$ cat config.mk
export PLATFORM = sky130hd
export DESIGN_NAME = bpu_resolve
export DESIGN_NICKNAME = d
export VERILOG_FILES = /design/src/rtl/bpu_resolve.sv
export SDC_FILE = /design/constraint.sdc
export NUM_CORES = 1
export LEC_CHECK = 0
export CAP_MARGIN = 10
export CORE_ASPECT_RATIO = 2
export CORE_MARGIN = 3
export CORE_UTILIZATION = 45
export CTS_CLUSTER_DIAMETER = 100
export DETAILED_ROUTE_END_ITERATION = 12
export PLACE_DENSITY = 0.8
export SLEW_MARGIN = 20
export SYNTH_ARGS = -nofsm -noshare
export SYNTH_HDL_FRONTEND = slang
export SYNTH_SLANG_ARGS = --single-unit
$ cat constraint.sdc
create_clock -name clk -period 6 [get_ports clk]
set_clock_uncertainty 0.15 [all_clocks]
set_input_delay 1.2 -clock clk [delete_from_list [all_inputs] [get_ports clk]]
set_output_delay 1.2 -clock clk [all_outputs]
set_load 0.005 [all_outputs]
$ cat src/rtl/bpu_resolve.sv
// Execute-side branch resolution: in-order prediction queue, mispredict/redirect
// generation, registered predictor training feedback and saturating perf counters.
module bpu_resolve #(
  parameter int unsigned DEPTH = 4,
  parameter int unsigned AW    = 32,
  parameter int unsigned CNT_W = 32
) (
  input  logic             clk,
  input  logic             rst,
  input  logic             pred_valid_i,
  input  logic [AW-1:0]    pred_pc_i,
  input  logic             pred_taken_i,
  input  logic [AW-1:0]    pred_target_i,
  output logic             pred_ready_o,
  input  logic             res_valid_i,
  input  logic [AW-1:0]    res_pc_i,
  input  logic             res_taken_i,
  input  logic [AW-1:0]    res_target_i,
  input  logic             flush_i,
  output logic             mispredict_o,
  output logic [AW-1:0]    redirect_addr_o,
  output logic             last_need_predict_o,
  output logic             last_jump_o,
  output logic [AW-1:0]    last_addr_o,
  output logic [CNT_W-1:0] branch_cnt_o,
  output logic [CNT_W-1:0] miss_cnt_o
);

  localparam int unsigned PW = $clog2(DEPTH);

  logic [AW-1:0]    r_pc  [DEPTH];
  logic [AW-1:0]    r_tgt [DEPTH];
  logic [DEPTH-1:0] r_tk;
  logic [PW-1:0]    r_wr_ptr, r_rd_ptr;
  logic [PW:0]      r_count;

  logic             r_mis, r_lnp, r_jump;
  logic [AW-1:0]    r_redir, r_addr;
  logic [CNT_W-1:0] r_branch_cnt, r_miss_cnt;

  logic          w_full, w_empty, w_hit, w_pred_taken, w_mis, w_clear, w_pop, w_push;
  logic [AW-1:0] w_pred_target;

  assign w_full  = (r_count == (PW+1)'(DEPTH));
  assign w_empty = (r_count == '0);
  assign w_hit   = res_valid_i & ~w_empty & (r_pc[r_rd_ptr] == res_pc_i);

  // A queue miss is treated as a not-taken prediction with no target.
  assign w_pred_taken  = w_hit & r_tk[r_rd_ptr];
  assign w_pred_target = r_tgt[r_rd_ptr];
  assign w_mis = res_valid_i & ((w_pred_taken != res_taken_i) |
                 (w_pred_taken & res_taken_i & (w_pred_target != res_target_i)));

  assign w_clear = flush_i | (res_valid_i & ~w_hit) | w_mis;
  assign w_pop   = w_hit & ~w_clear;
  // A full queue still accepts a push when the head leaves in the same cycle.
  assign w_push  = pred_valid_i & (~w_full | w_pop) & ~w_clear;

  assign pred_ready_o = ~w_full;

  always_ff @(posedge clk) begin
    if (w_push) begin
      r_pc[r_wr_ptr]  <= pred_pc_i;
      r_tgt[r_wr_ptr] <= pred_target_i;
      r_tk[r_wr_ptr]  <= pred_taken_i;
    end
  end

  always_ff @(posedge clk or posedge rst) begin
    if (rst) begin
      r_wr_ptr <= '0;
      r_rd_ptr <= '0;
      r_count  <= '0;
    end else if (w_clear) begin
      r_wr_ptr <= '0;
      r_rd_ptr <= '0;
      r_count  <= '0;
    end else begin
      if (w_push) r_wr_ptr <= r_wr_ptr + 1'b1;
      if (w_pop)  r_rd_ptr <= r_rd_ptr + 1'b1;
      if (w_push && !w_pop)      r_count <= r_count + 1'b1;
      else if (!w_push && w_pop) r_count <= r_count - 1'b1;
    end
  end

  always_ff @(posedge clk or posedge rst) begin
    if (rst) begin
      r_mis        <= 1'b0;
      r_lnp        <= 1'b0;
      r_jump       <= 1'b0;
      r_redir      <= '0;
      r_addr       <= '0;
      r_branch_cnt <= '0;
      r_miss_cnt   <= '0;
    end else begin
      r_mis <= w_mis;
      r_lnp <= res_valid_i;
      if (res_valid_i) begin
        r_jump  <= res_taken_i;
        r_addr  <= res_pc_i;
        r_redir <= res_taken_i ? res_target_i : res_pc_i + AW'(4);
        if (r_branch_cnt != '1) r_branch_cnt <= r_branch_cnt + 1'b1;
      end
      if (w_mis && r_miss_cnt != '1) r_miss_cnt <= r_miss_cnt + 1'b1;
    end
  end

  assign mispredict_o        = r_mis;
  assign redirect_addr_o     = r_redir;
  assign last_need_predict_o = r_lnp;
  assign last_jump_o         = r_jump;
  assign last_addr_o         = r_addr;
  assign branch_cnt_o        = r_branch_cnt;
  assign miss_cnt_o          = r_miss_cnt;

endmodule

### After elaboration in Yosys (flattened, before gate mapping)

Memory sizes are Yosys's and may differ from the RTL's.
Cells that the tools add are included.

| operators by class | value |
|---|---|
| add/subtract/negate cells | 7 |
| order comparisons | 3 |
| equality and inequality tests | 6 |
| multiplexer cells | 15 |
| bitwise operators | 18 |
| reductions and logical operators | 11 |

Operators by type and width:

| operator | count |
|---|---|
| $add 32x1->32 const B | 2 |
| $ne 32x32->1 const B | 2 |
| $add 32x3->32 const B | 1 |
| $eq 32x32->1 | 1 |
| $mux 32 | 1 |
| $ne 32x32->1 | 1 |
| $and 1x1->1 | 10 |
| $mux 3 | 3 |
| $mux 2 | 4 |
| $lt 2x3->1 const B | 2 |
| $add 2x1->2 const B | 2 |
| $bwmux 4 | 1 |
| $logic_and 1x1->1 | 4 |
| $mux 1 | 4 |
| $not 1->1 | 4 |
| $or 1x1->1 | 4 |
| $reduce_bool 2->1 | 2 |
| $add 3x1->3 const B | 1 |
| $eq 3x3->1 const B | 1 |
| $logic_not 3->1 | 1 |
| $reduce_bool 3->1 | 1 |
| $sub 3x1->3 const B | 1 |
| $bmux 1 s2 | 1 |
| $demux 1 s2 | 1 |
| other kinds (4) | 5 |

| storage, ports and cells | value |
|---|---|
| flip-flop bits (word level) | 142 |
| bits in writable memories | 256 |
| bits of input ports | 135 |
| memories kept | 2 |

Memory list:

| memory | depth | bits a word | read ports | clocked after Yosys merged registers in | wr ports | line | text |
|---|---|---|---|---|---|---|---|
| r_pc | 4 | 32 | 1 | 0 | 1 | 31 | `logic [AW-1:0] r_pc [DEPTH];` |
| r_tgt | 4 | 32 | 1 | 0 | 1 | 32 | `logic [AW-1:0] r_tgt [DEPTH];` |

### Depth between registers and ports, before layout

Gate-level depths: netlist (run 1).

| depth | value |
|---|---|
| word-level depth | 20 |
| depth in mapped cells | 19 |

### Worst setup path after synthesis (run 1)

Ideal clock, no wire load.

| timing path | value |
|---|---|
| path kind | in2reg |
| from | input res_pc_i[24] |
| to | memory r_pc[0][0], enable pin |
| arrival | 4.735 ns |
| slack | 0.685 ns |
| stages on the path | 11 |
| buffers on the path | 1 |
| cells stage by stage | clkbuf_1 > xnor2_1 > nand4_2 > nor4_2 > and4_1 > ha_1 > nand2_1 > inv_1 > nor3_1 > o211a_4 > and2_1 |

| on the way | value |
|---|---|
| cells in the longest elaborated chain, start to end | 15 |
| elaborated cells on any way between the ends | 19 |
| classes of those cells | 2 x eq/ne; 2 x mux; 15 x bitwise |

RTL lines:

| what | line | text |
|---|---|---|
| from (decl) | 16 | `input logic [AW-1:0] res_pc_i,` |
| $eq 32x32->1 (*) | 46 | `assign w_hit = res_valid_i & ~w_empty & (r_pc[r_rd_ptr] == res_pc_i);` |
| $and 1x1->1 (*) | 46 |  |
| $and 1x1->1 | 49 | `assign w_pred_taken = w_hit & r_tk[r_rd_ptr];` |
| $and 1x1->1 (2 in series) | 52 | `(w_pred_taken & res_taken_i & (w_pred_target != res_target_i)));` |
| $or 1x1->1 | 51 | `assign w_mis = res_valid_i & ((w_pred_taken != res_taken_i) \|` |
| $and 1x1->1 | 51 |  |
| $or 1x1->1 | 54 | `assign w_clear = flush_i \| (res_valid_i & ~w_hit) \| w_mis;` |
| $not 1->1 | 55, 57 |  |
| $and 1x1->1 | 55 | `assign w_pop = w_hit & ~w_clear;` |
| $or 1x1->1 | 57 | `assign w_push = pred_valid_i & (~w_full \| w_pop) & ~w_clear;` |
| $and 1x1->1 | 57 |  |
| $and 1x1->1 (*) | 57 |  |
| $mux 1 (*) | 62 | `if (w_push) begin` |
| $mux 1 (not written as such) (*) | 63 | `r_pc[r_wr_ptr] <= pred_pc_i;` |
| to (decl) | 31 |  |

Mark *: on every way between the ends. The rest lies on a longest branch, timed or not.

### Worst setup path in the final report (run 1)

| timing path | value |
|---|---|
| from | register r_rd_ptr[0] |
| to | memory r_pc[2][23], enable pin |

| on the way | value |
|---|---|
| cells in the longest elaborated chain, start to end | 16 |
| elaborated cells on any way between the ends | 24 |
| classes of those cells | 3 x eq/ne; 4 x mux; 15 x bitwise; 2 x memory |

RTL lines:

| what | line | text |
|---|---|---|
| from (decl) | 34 | `logic [PW-1:0] r_wr_ptr, r_rd_ptr;` |
| from (signal assigned) | 80 | `if (w_pop) r_rd_ptr <= r_rd_ptr + 1'b1;` |
| $mem_v2 4x32 | n/a |  |
| $eq 32x32->1 | 46 |  |
| $and 1x1->1 | 46 |  |
| $and 1x1->1 | 49 |  |
| $and 1x1->1 (2 in series) | 52 |  |
| $or 1x1->1 | 51 |  |
| $and 1x1->1 | 51 |  |
| $or 1x1->1 | 54 |  |
| $not 1->1 | 55, 57 |  |
| $and 1x1->1 | 55 |  |
| $or 1x1->1 | 57 |  |
| $and 1x1->1 | 57 |  |
| $and 1x1->1 (*) | 57 |  |
| $mux 1 (*) | 62 |  |
| $mux 1 (not written as such) (*) | 63 |  |

Mark *: on every way between the ends. The rest lies on a longest branch, timed or not. The select of a mux whose other input is x is not followed.

==> flow_summary.ini, run 1 <==
[status]
status = finished clean

[worst_setup_path]
critical_path.cell_chain = mux4_2 > xnor2_1 > nand4_1 > nor4_2 > and4_1 > ha_1 > nand2_1 > inv_1 > nor3_1 > o211a_4 > and2_2 > buf_12
worstSetupPathType = reg -> reg
crit_path_max_fanout = 33
crit_arrival_ns = 5.09
cp-end-kind = flip-flop
path_delay_family = simple AND/OR/NAND/NOR gates
cpPeakStageDelay_ns = 0.82
slowest_stage = dfrtp_4
crit_buf_inv = 2
start_kind = flip-flop
crit_required_ns = 6.08

[routing]
wirelength_um = 46690
post_drt_wl_per_cell_um = 25.02
postRouteAntennaNets = 0
initialDrtViolationCount = 743
drc_errors = 0
viasPerCell = 5.671
firstDrtPassIters = 5
vias = 10580

[timing]
tightest_slew_ns = 1.064
finalSetupViolCount = 0
period_minus_slack_ns = 5.012
finalHoldViolCount = 0
max_freq_mhz = 199.5
setup_slack_ns = 0.9877
finalSetupTns_ns = 0
post-route-period-util = 0.8354
slew-limit-headroom = 0.2904
finalMaxSlewViolations = 0
rsz0062_at_grt = false

[finish]
layout_common_cells = 264 x clkdlybuf4s50_1, 260 x edfxtp_1, 136 x dfrtp_1
drive_gt1_frac = 0.1573
multi_input_area_um2 = 5479
finalNetCount = 1523
seqCellArea_um2 = 11270
synthToLayoutAreaGrowth_pct = 25.74
final_common_cell = clkdlybuf4s50_1
n_fill_cell = 2853

[synthesis]
ys_warn_count = 0
syn-cell-area_um2 = 17100
synth_nets = 1243
synth_seq_cells = 398
synth_edf_count = 260
yosysSeqAreaShare = 0.6587
syn-mean-instance-area_um2 = 15.56
async_flop_share = 0.3467
synth_cells = 1099
synth_top_area_share = 0.4567
synth_area_leader_cell = edfxtp_1
synthFlopType = edfxtp_1
synth_area_leaders = edfxtp_1 46%, dfrtp_1 20%, mux4_2 7.6%
yosys.cell_types.count = 64

[floorplanning]
core_um2 = 37410
fp.dieW_um = 143.8
start_util = 0.4570
die-height_um = 281.7
rows = 100
dieArea_um2 = 40510
num_io_pins = 267

[pwr]
p_leak_nw = 7.423
p_per_area_nw_per_um2 = 282.9
vdd_drop_max_uv = 251.5

[place]
port-buffer-count = 266
gp_congestion = 0.8520
post-place-ws_ns = 0.6899
dpl.hpwl_um = 34430

[cts]
clock_sinks = 398
cts_root_buffer = clkbuf_16
clk_pin_slew_ns = 0.06
cts_tree = done
cts_buffers = 35
h-tree-depth = 2
insertion_delay_ns = 0.54
cts_max_path_buffers = 3
cts_hold_buf = 0
cts_setup_buffers = 0
cts_resized = 0

[global_routing]
grt_antenna_before_repair = 3
grt_use_total = 0.2310
grt_pass1_wl_um = 69240
grt_pass1_vias = 11130
grt_max_degree = 106
grt_overflow_total = 0

[min_path]
hp-class = reg -> reg

[run]
max-cap-violations = 0
## cells by family (layout without fill, tap and decap cells)
kind of cell / after synthesis / after routing / synth area share
simple gates: 263 / 263 / 0.08314
mux: 134 / 134 / 0.1253
compound gates: 64 / 64 / 0.02386
xor+xnor: 157 / 157 / 0.08087
fa+ha+maj: 9 / 9 / 0.007026
flops: 398 / 398 / 0.6587
buf+inv: 74 / 380 / 0.02115
other cells: 0 / 2 / 0
## per-stage QoR
| stage | utilization | area [µm²] | hold slack (ns) | cells | total power [mW] |
|---|---|---|---|---|---|
| after floorplan | - | 17100 | 0.3269 | 1099 | 3.446 |
| final | 0.5746 | 21500 | 0.3381 | 1866 | 6.081 |
| after global placement | 0.5438 | 20340 | 0.3195 | 1801 | 3.870 |
| after detailed placement | 0.5438 | 20340 | 0.3355 | 1801 | 3.893 |
| after global routing | 0.5746 | 21500 | 0.3644 | 1866 | 6.289 |
| after CTS | 0.5745 | 21490 | 0.3456 | 1864 | 6.122 |
## per-layer routing
layer | vias to the layer above | track usage | part of all wire | routed length [µm]
met5 | - | 0 | 0.00028 | 13
met4 | 2 | 0.1143 | 0.055 | 2590
met3 | 110 | 0.03751 | 0.062 | 2914
met2 | 454 | 0.4312 | 0.55 | 25740
met1 | 5356 | 0.2470 | 0.33 | 15430
li1 | 4661 | - | - | -
## synthesized netlist by cell type, types with 22 or more instances
library cell,instances
dfrtp_1,138
mux4_2,58
edfxtp_1,260
mux2_2,59
clkbuf_1,22
nand4_1,35
xor2_1,42
xnor2_1,114
o21ai_0,29
nor2_1,47
nand3_1,39
nand2_1,58
inv_1,27
## where the power goes
part / internal [mW] / switching, mW / leakage [nW]
logic: 0.383 / 0.300 / 2.79
clock network: 1.26 / 0.985 / 0.565
registers: 3.05 / 0.107 / 4.06
total: 4.69 / 1.39 / 7.42
## final timing paths
check / depth (start not counted) / slack, ns / startpoint / to
hold / removal: 1 / 0.34 / miss_cnt_o[6] / miss_cnt_o[6]
setup reg to reg: 12 / 0.99 / r_rd_ptr[0] / r_pc[2][23]
min in group asynchronous: 2 / 1.10 / rst / last_addr_o[17]
setup / recovery: 12 / 0.99 / r_rd_ptr[0] / r_pc[2][23]
hold reg to reg: 1 / 0.34 / miss_cnt_o[6] / miss_cnt_o[6]
max in group asynchronous: 3 / 3.60 / rst / branch_cnt_o[27]
## state kept, by name, indices dropped and copies added (netlist names)
name                 count
r_tgt                  128
branch_cnt_o            32
r_rd_ptr                 2
r_count                  3
r_pc                   128
redirect_addr_o         32
miss_cnt_o              32
r_tk                     4
last_jump_o              1
mispredict_o             1
last_need_predict_o      1
r_wr_ptr                 2
last_addr_o             32
## layout make-up
cell class                      count  area share
Clock inverter                     12    0.005006
Timing Repair Buffer              289      0.1356
Multi-Input combinational cell    627      0.2549
Clock buffer                       51     0.04837
Antenna cell                        2   0.0002328
Tap cell                          459     0.02672
Sequential cell                   398      0.5241
Inverter                           28    0.005122
No activity file was read; power rests on OpenSTA's default activity.
==> inputs of run 2 (changes only) <==
==> constraint.sdc (replaced) <==
create_clock -name clk -period 5 [get_ports clk]
set_clock_uncertainty 0.15 [all_clocks]
set_input_delay 1 -clock clk [delete_from_list [all_inputs] [get_ports clk]]
set_output_delay 1 -clock clk [all_outputs]
set_load 0.005 [all_outputs]
==> flow_summary.ini, run 2 (synthesis gave the netlist of run 1 again) <==
[status]
status = finished clean

[finish]
n_fill_cell = 2835
layout_common_cells = 264 x clkdlybuf4s50_1, 260 x edfxtp_1, 136 x dfrtp_1
fin_area_um2 = 21790
synthToLayoutAreaGrowth_pct = 27.48
finalNetCount = 1556
postLayoutCoreUtil = 0.5826
final_cells = 1905
final_common_cell = clkdlybuf4s50_1
drive_gt1_frac = 0.1773
reg.largest.list = r_pc: 128 flops, r_tgt: 128 flops

[timing]
finalHoldViolCount = 0
post-route-period-util = 0.9123
slew-limit-headroom = 0.2964
holdWs_ns = 0.3358
finalSetupTns_ns = 0
rsz0062_at_grt = false
setup_slack_ns = 0.4383
finalMaxSlewViolations = 0
tightest_slew_ns = 1.055
max_freq_mhz = 219.2
finalSetupViolCount = 0
period_minus_slack_ns = 4.562

[cts]
cts_buffers = 36
cts_resized = 0
insertion_delay_ns = 0.53
clk_pin_slew_ns = 0.07
h-tree-depth = 2
cts_hold_buf = 0
clock_sinks = 398
cts_max_path_buffers = 3
cts_tree = done
cts_root_buffer = clkbuf_16
cts_setup_buffers = 0

[worst_setup_path]
cpPeakStageDelay_ns = 0.64
slowest_stage = dfrtp_4
cp-end-kind = flip-flop
crit_arrival_ns = 4.86
critPathLaunch = r_rd_ptr[0]
crit_required_ns = 5.30
crit_path_max_fanout = 42
rr_startpoint = r_rd_ptr[0]
crit_buf_inv = 2
cpMostUsedCell = nand2_1
path_delay_family = simple AND/OR/NAND/NOR gates
critical_path.cell_chain = buf_12 > mux4_2 > xnor2_1 > nand2_1 > nor4_1 > and4_1 > ha_1 > nand2_1 > inv_1 > nor3_1 > o211a_4 > nor2b_1 > fa_1 > nand4_1 > nor3b_1 > a211oi_2
worstSetupPathType = reg -> reg
start_kind = flip-flop

[floorplanning]
fp.dieW_um = 143.8
core_um2 = 37410
dieArea_um2 = 40510
start_util = 0.4570
rows = 100
die-height_um = 281.7
num_io_pins = 267

[pwr]
p_per_area_nw_per_um2 = 338.6
finalPower_mw = 7.379
p_leak_nw = 7.610
vdd_drop_max_uv = 341.0

[place]
placed_cells = 1833
gp_congestion = 0.8793
port-buffer-count = 266
post-place-ws_ns = 0.2271
post_dp_cell_area_um2 = 20600
dpl.hpwl_um = 34960

[global_routing]
grt_max_degree = 100
grt_use_total = 0.2316
grt_antenna_before_repair = 9
grt_overflow_total = 0
grt_pass1_wl_um = 69230
grt_pass1_vias = 11150

[routing]
postRouteAntennaNets = 0
initialDrtViolationCount = 778
wirelength_um = 46920
vias = 10710
firstDrtPassIters = 5
post_drt_wl_per_cell_um = 24.63
drc_errors = 0
viasPerCell = 5.621

[min_path]
hp-class = reg -> reg
min_from = branch_cnt_o[29]

[run]
max-cap-violations = 0
-- run 2: worst paths after layout --
check / end / slack [ns] / cells after the start
max in group asynchronous: last_addr_o[21] / 3.05 / 3
worst max-delay path: r_count[2] / 0.44 / 16
worst min register to register: branch_cnt_o[29] / 0.34 / 1
worst min-delay path: branch_cnt_o[29] / 0.34 / 1
worst max register to register: r_count[2] / 0.44 / 16
min in group asynchronous: miss_cnt_o[9] / 0.92 / 2
-- run 2: metal layers --
layer  GRT usage  vias to the layer above  routed length (µm)
met1      0.2495                     5402               15540
met3     0.03921                      104                2596
met2      0.4198                      448               25940
li1            -                     4752                   -
met5           0                        -                  13
met4      0.1336                        2                2833
-- run 2: power by group --
group | leakage (nW) | internal (mW) | total, mW | switching, mW
registers | 4.06 | 3.65 | 3.78 | 0.128
clock network | 0.587 | 1.57 | 2.76 | 1.18
logic | 2.96 | 0.472 | 0.838 | 0.366
-- run 2: area by class of cell --
cell class	instances	area, µm²	area share
repair buffers	321	3168	0.1454
diodes	8	20.02	0.0009185
inverters	28	110.1	0.005052
well taps	459	574.3	0.02635
multi-input cells	627	5479	0.2514
flip-flops and latches	398	11270	0.5169
clock buffers	49	1045	0.04794
clock inverters	15	132.6	0.006085
==> inputs of run 3 (changes only) <==
--- a/config.mk
+++ b/config.mk
@@ -5,13 +5,14 @@
 export SDC_FILE = /design/constraint.sdc
 export NUM_CORES = 1
 export LEC_CHECK = 0
+export ABC_AREA = 1
 export CAP_MARGIN = 10
 export CORE_ASPECT_RATIO = 2
 export CORE_MARGIN = 3
 export CORE_UTILIZATION = 45
 export CTS_CLUSTER_DIAMETER = 100
 export DETAILED_ROUTE_END_ITERATION = 12
-export PLACE_DENSITY = 0.8
+export PLACE_DENSITY = 0.79
 export SLEW_MARGIN = 20
 export SYNTH_ARGS = -nofsm -noshare
 export SYNTH_HDL_FRONTEND = slang
==> flow_summary.ini, run 3 <==
[status]
status = finished clean

[timing]
finalMaxSlewViolations = 0
finalSetupViolCount = 0
tightest_slew_ns = 0.9777
slew-limit-headroom = 0.3482
holdWs_ns = 0.3250
period_minus_slack_ns = 4.600
rsz0062_at_grt = false
max_freq_mhz = 217.4
setup_slack_ns = 0.4000
post-route-period-util = 0.9200
finalSetupTns_ns = 0
finalHoldViolCount = 0

[finish]
synthToLayoutAreaGrowth_pct = 25.77
finalNetCount = 2296
final_common_cell = nand2_1
n_fill_cell = 3293
antennaDiodeCount = 0
final_cells = 2703
reg.largest.list = r_pc: 128 flops, r_tgt: 128 flops
drive_gt1_frac = 0.06152
layout_common_cells = 667 x nand2_1, 266 x clkdlybuf4s50_1, 260 x edfxtp_1

[synthesis]
synth_top_area_share = 0.4320
synthTopCellsByCount = 667 x nand2_1, 260 x edfxtp_1, 219 x nand3_1, 138 x dfrtp_1, 124 x inv_1
yosys.cell_types.count = 43
syn-mean-instance-area_um2 = 9.717
synth_area_leader_cell = edfxtp_1
synth_edf_count = 260
yosysSeqAreaShare = 0.6231
async_flop_share = 0.3467
synthFlopType = edfxtp_1
synth_nets = 2004
synth_area_leaders = edfxtp_1 43%, dfrtp_1 19%, nand2_1 14%
synth_cells = 1860
yosysMostFrequentCell = nand2_1
synth_seq_cells = 398
ys_warn_count = 0
syn-cell-area_um2 = 18070

[routing]
initialDrtViolationCount = 1233
viasPerCell = 5.470
postRouteAntennaNets = 0
vias = 14790
post_drt_wl_per_cell_um = 22.36
wirelength_um = 60440
firstDrtPassIters = 6
drc_errors = 0

[floorplanning]
rows = 103
dieArea_um2 = 42750
start_util = 0.4568
die-height_um = 289.4
core_um2 = 39560
fp.dieW_um = 147.7
num_io_pins = 267

[global_routing]
grt_overflow_total = 0
grt_pass1_wl_um = 88460
grt_max_degree = 97
grt_antenna_before_repair = 1
grt_use_total = 0.2769
grt_pass1_vias = 14750

[cts]
cts_max_path_buffers = 3
cts_setup_buffers = 0
clk_pin_slew_ns = 0.07
cts_hold_buf = 0
clock_sinks = 398
cts_resized = 0
insertion_delay_ns = 0.54
cts_root_buffer = clkbuf_16
cts_tree = done
cts_buffers = 35
h-tree-depth = 2

[worst_setup_path]
start_kind = flip-flop
cp-end-kind = flip-flop
crit_path_max_fanout = 36
reg2reg_slack_ns = 0.40
worstSetupPathType = reg -> reg
rr_startpoint = r_rd_ptr[0]
crit_arrival_ns = 4.67
crit_required_ns = 5.07
worstRegToRegCells = 23
regToRegEndpoint = r_pc[3][3]

[pwr]
vdd_drop_max_uv = 303.9
finalPower_mw = 7.283
p_per_area_nw_per_um2 = 320.4
p_leak_nw = 9.343

[min_path]
hp-class = reg -> reg
hold_path_depth = 2
min_to = last_jump_o
min_from = last_jump_o

[run]
max-cap-violations = 0

[place]
placed_cells = 2640
dpl.hpwl_um = 44850
port-buffer-count = 266
gp_congestion = 1.014
post-place-ws_ns = 0.09534
-- run 3: how the worst max path moves through the flow --
stage,slack (ns),start,end,cells past startpoint
floorplan,-0.51,res_pc_i[9],r_pc[0][0],19
global placement,0.15,res_pc_i[21],r_pc[3][23],20
detailed placement,0.1,res_pc_i[22],r_pc[3][23],18
CTS,0.32,r_rd_ptr[0],r_pc[3][20],20
global route,0.06,r_rd_ptr[0],r_tgt[1][0],22
finish,0.40,r_rd_ptr[0],r_pc[3][3],23
-- run 3: layout make-up --
class	count	area (µm²)	share of cell area
multi-input cells	1268	5991	0.2635
clock inverters	20	205.2	0.009027
inverters	130	495.5	0.02180
repair buffers	319	3202	0.1409
well taps	525	656.9	0.02890
clock buffers	43	915.9	0.04029
flip-flops and latches	398	11270	0.4956
-- run 3: metrics by stage --
stage	utilization	area [µm²]
6_report	0.5746	22730
5_1_grt	0.5746	22730
4_1_cts	0.5745	22730
3_5_place_dp	0.5461	21610
3_3_place_gp	0.5461	21610
2_1_floorplan	-	18080
-- run 3: cell families after synthesis --
family	after synthesis	share of synthesized area
buffers and inverters	194	0.04715
adders and majority gates	9	0.006646
DFF	398	0.6231
and+or+nand+nor	1083	0.2518
AOI/OAI and AO/OA	94	0.03164
xor gates and xnor gates	82	0.03974
-- run 3: per-layer routing --
layer,GRT usage,up-vias,wire length [µm]
met4,0.1636,0,4156
met3,0.05165,185,4605
met2,0.5025,750,31190
met1,0.2977,7075,20490
met5,0,-,0
li1,-,6775,-
-- run 3: worst max-delay path, cell delays in order, from the launching register on --
cell      delay [ns]
dfrtp_4         0.51
inv_4           0.25
buf_12          0.24
nand2_1         0.07
nand3_1         0.20
nand2_1         0.09
nand2_1         0.13
nand2_1         0.06
nor2_1          0.11
nand3b_1        0.08
nor2_1          0.08
nand3_1         0.08
nor2_1          0.22
inv_2           0.06
a221oi_1        0.21
ha_1            0.28
inv_1           0.13
nand2_1         0.07
nand2_1         0.06
nand3_1         0.10
o21ai_2         0.16
nand3_2         0.28
nor2_4          0.34
buf_12          0.24
-- run 3: power breakdown --
group / internal, mW / switching (mW)
clock network: 1.48 / 1.22
logic: 0.405 / 0.431
registers: 3.64 / 0.107
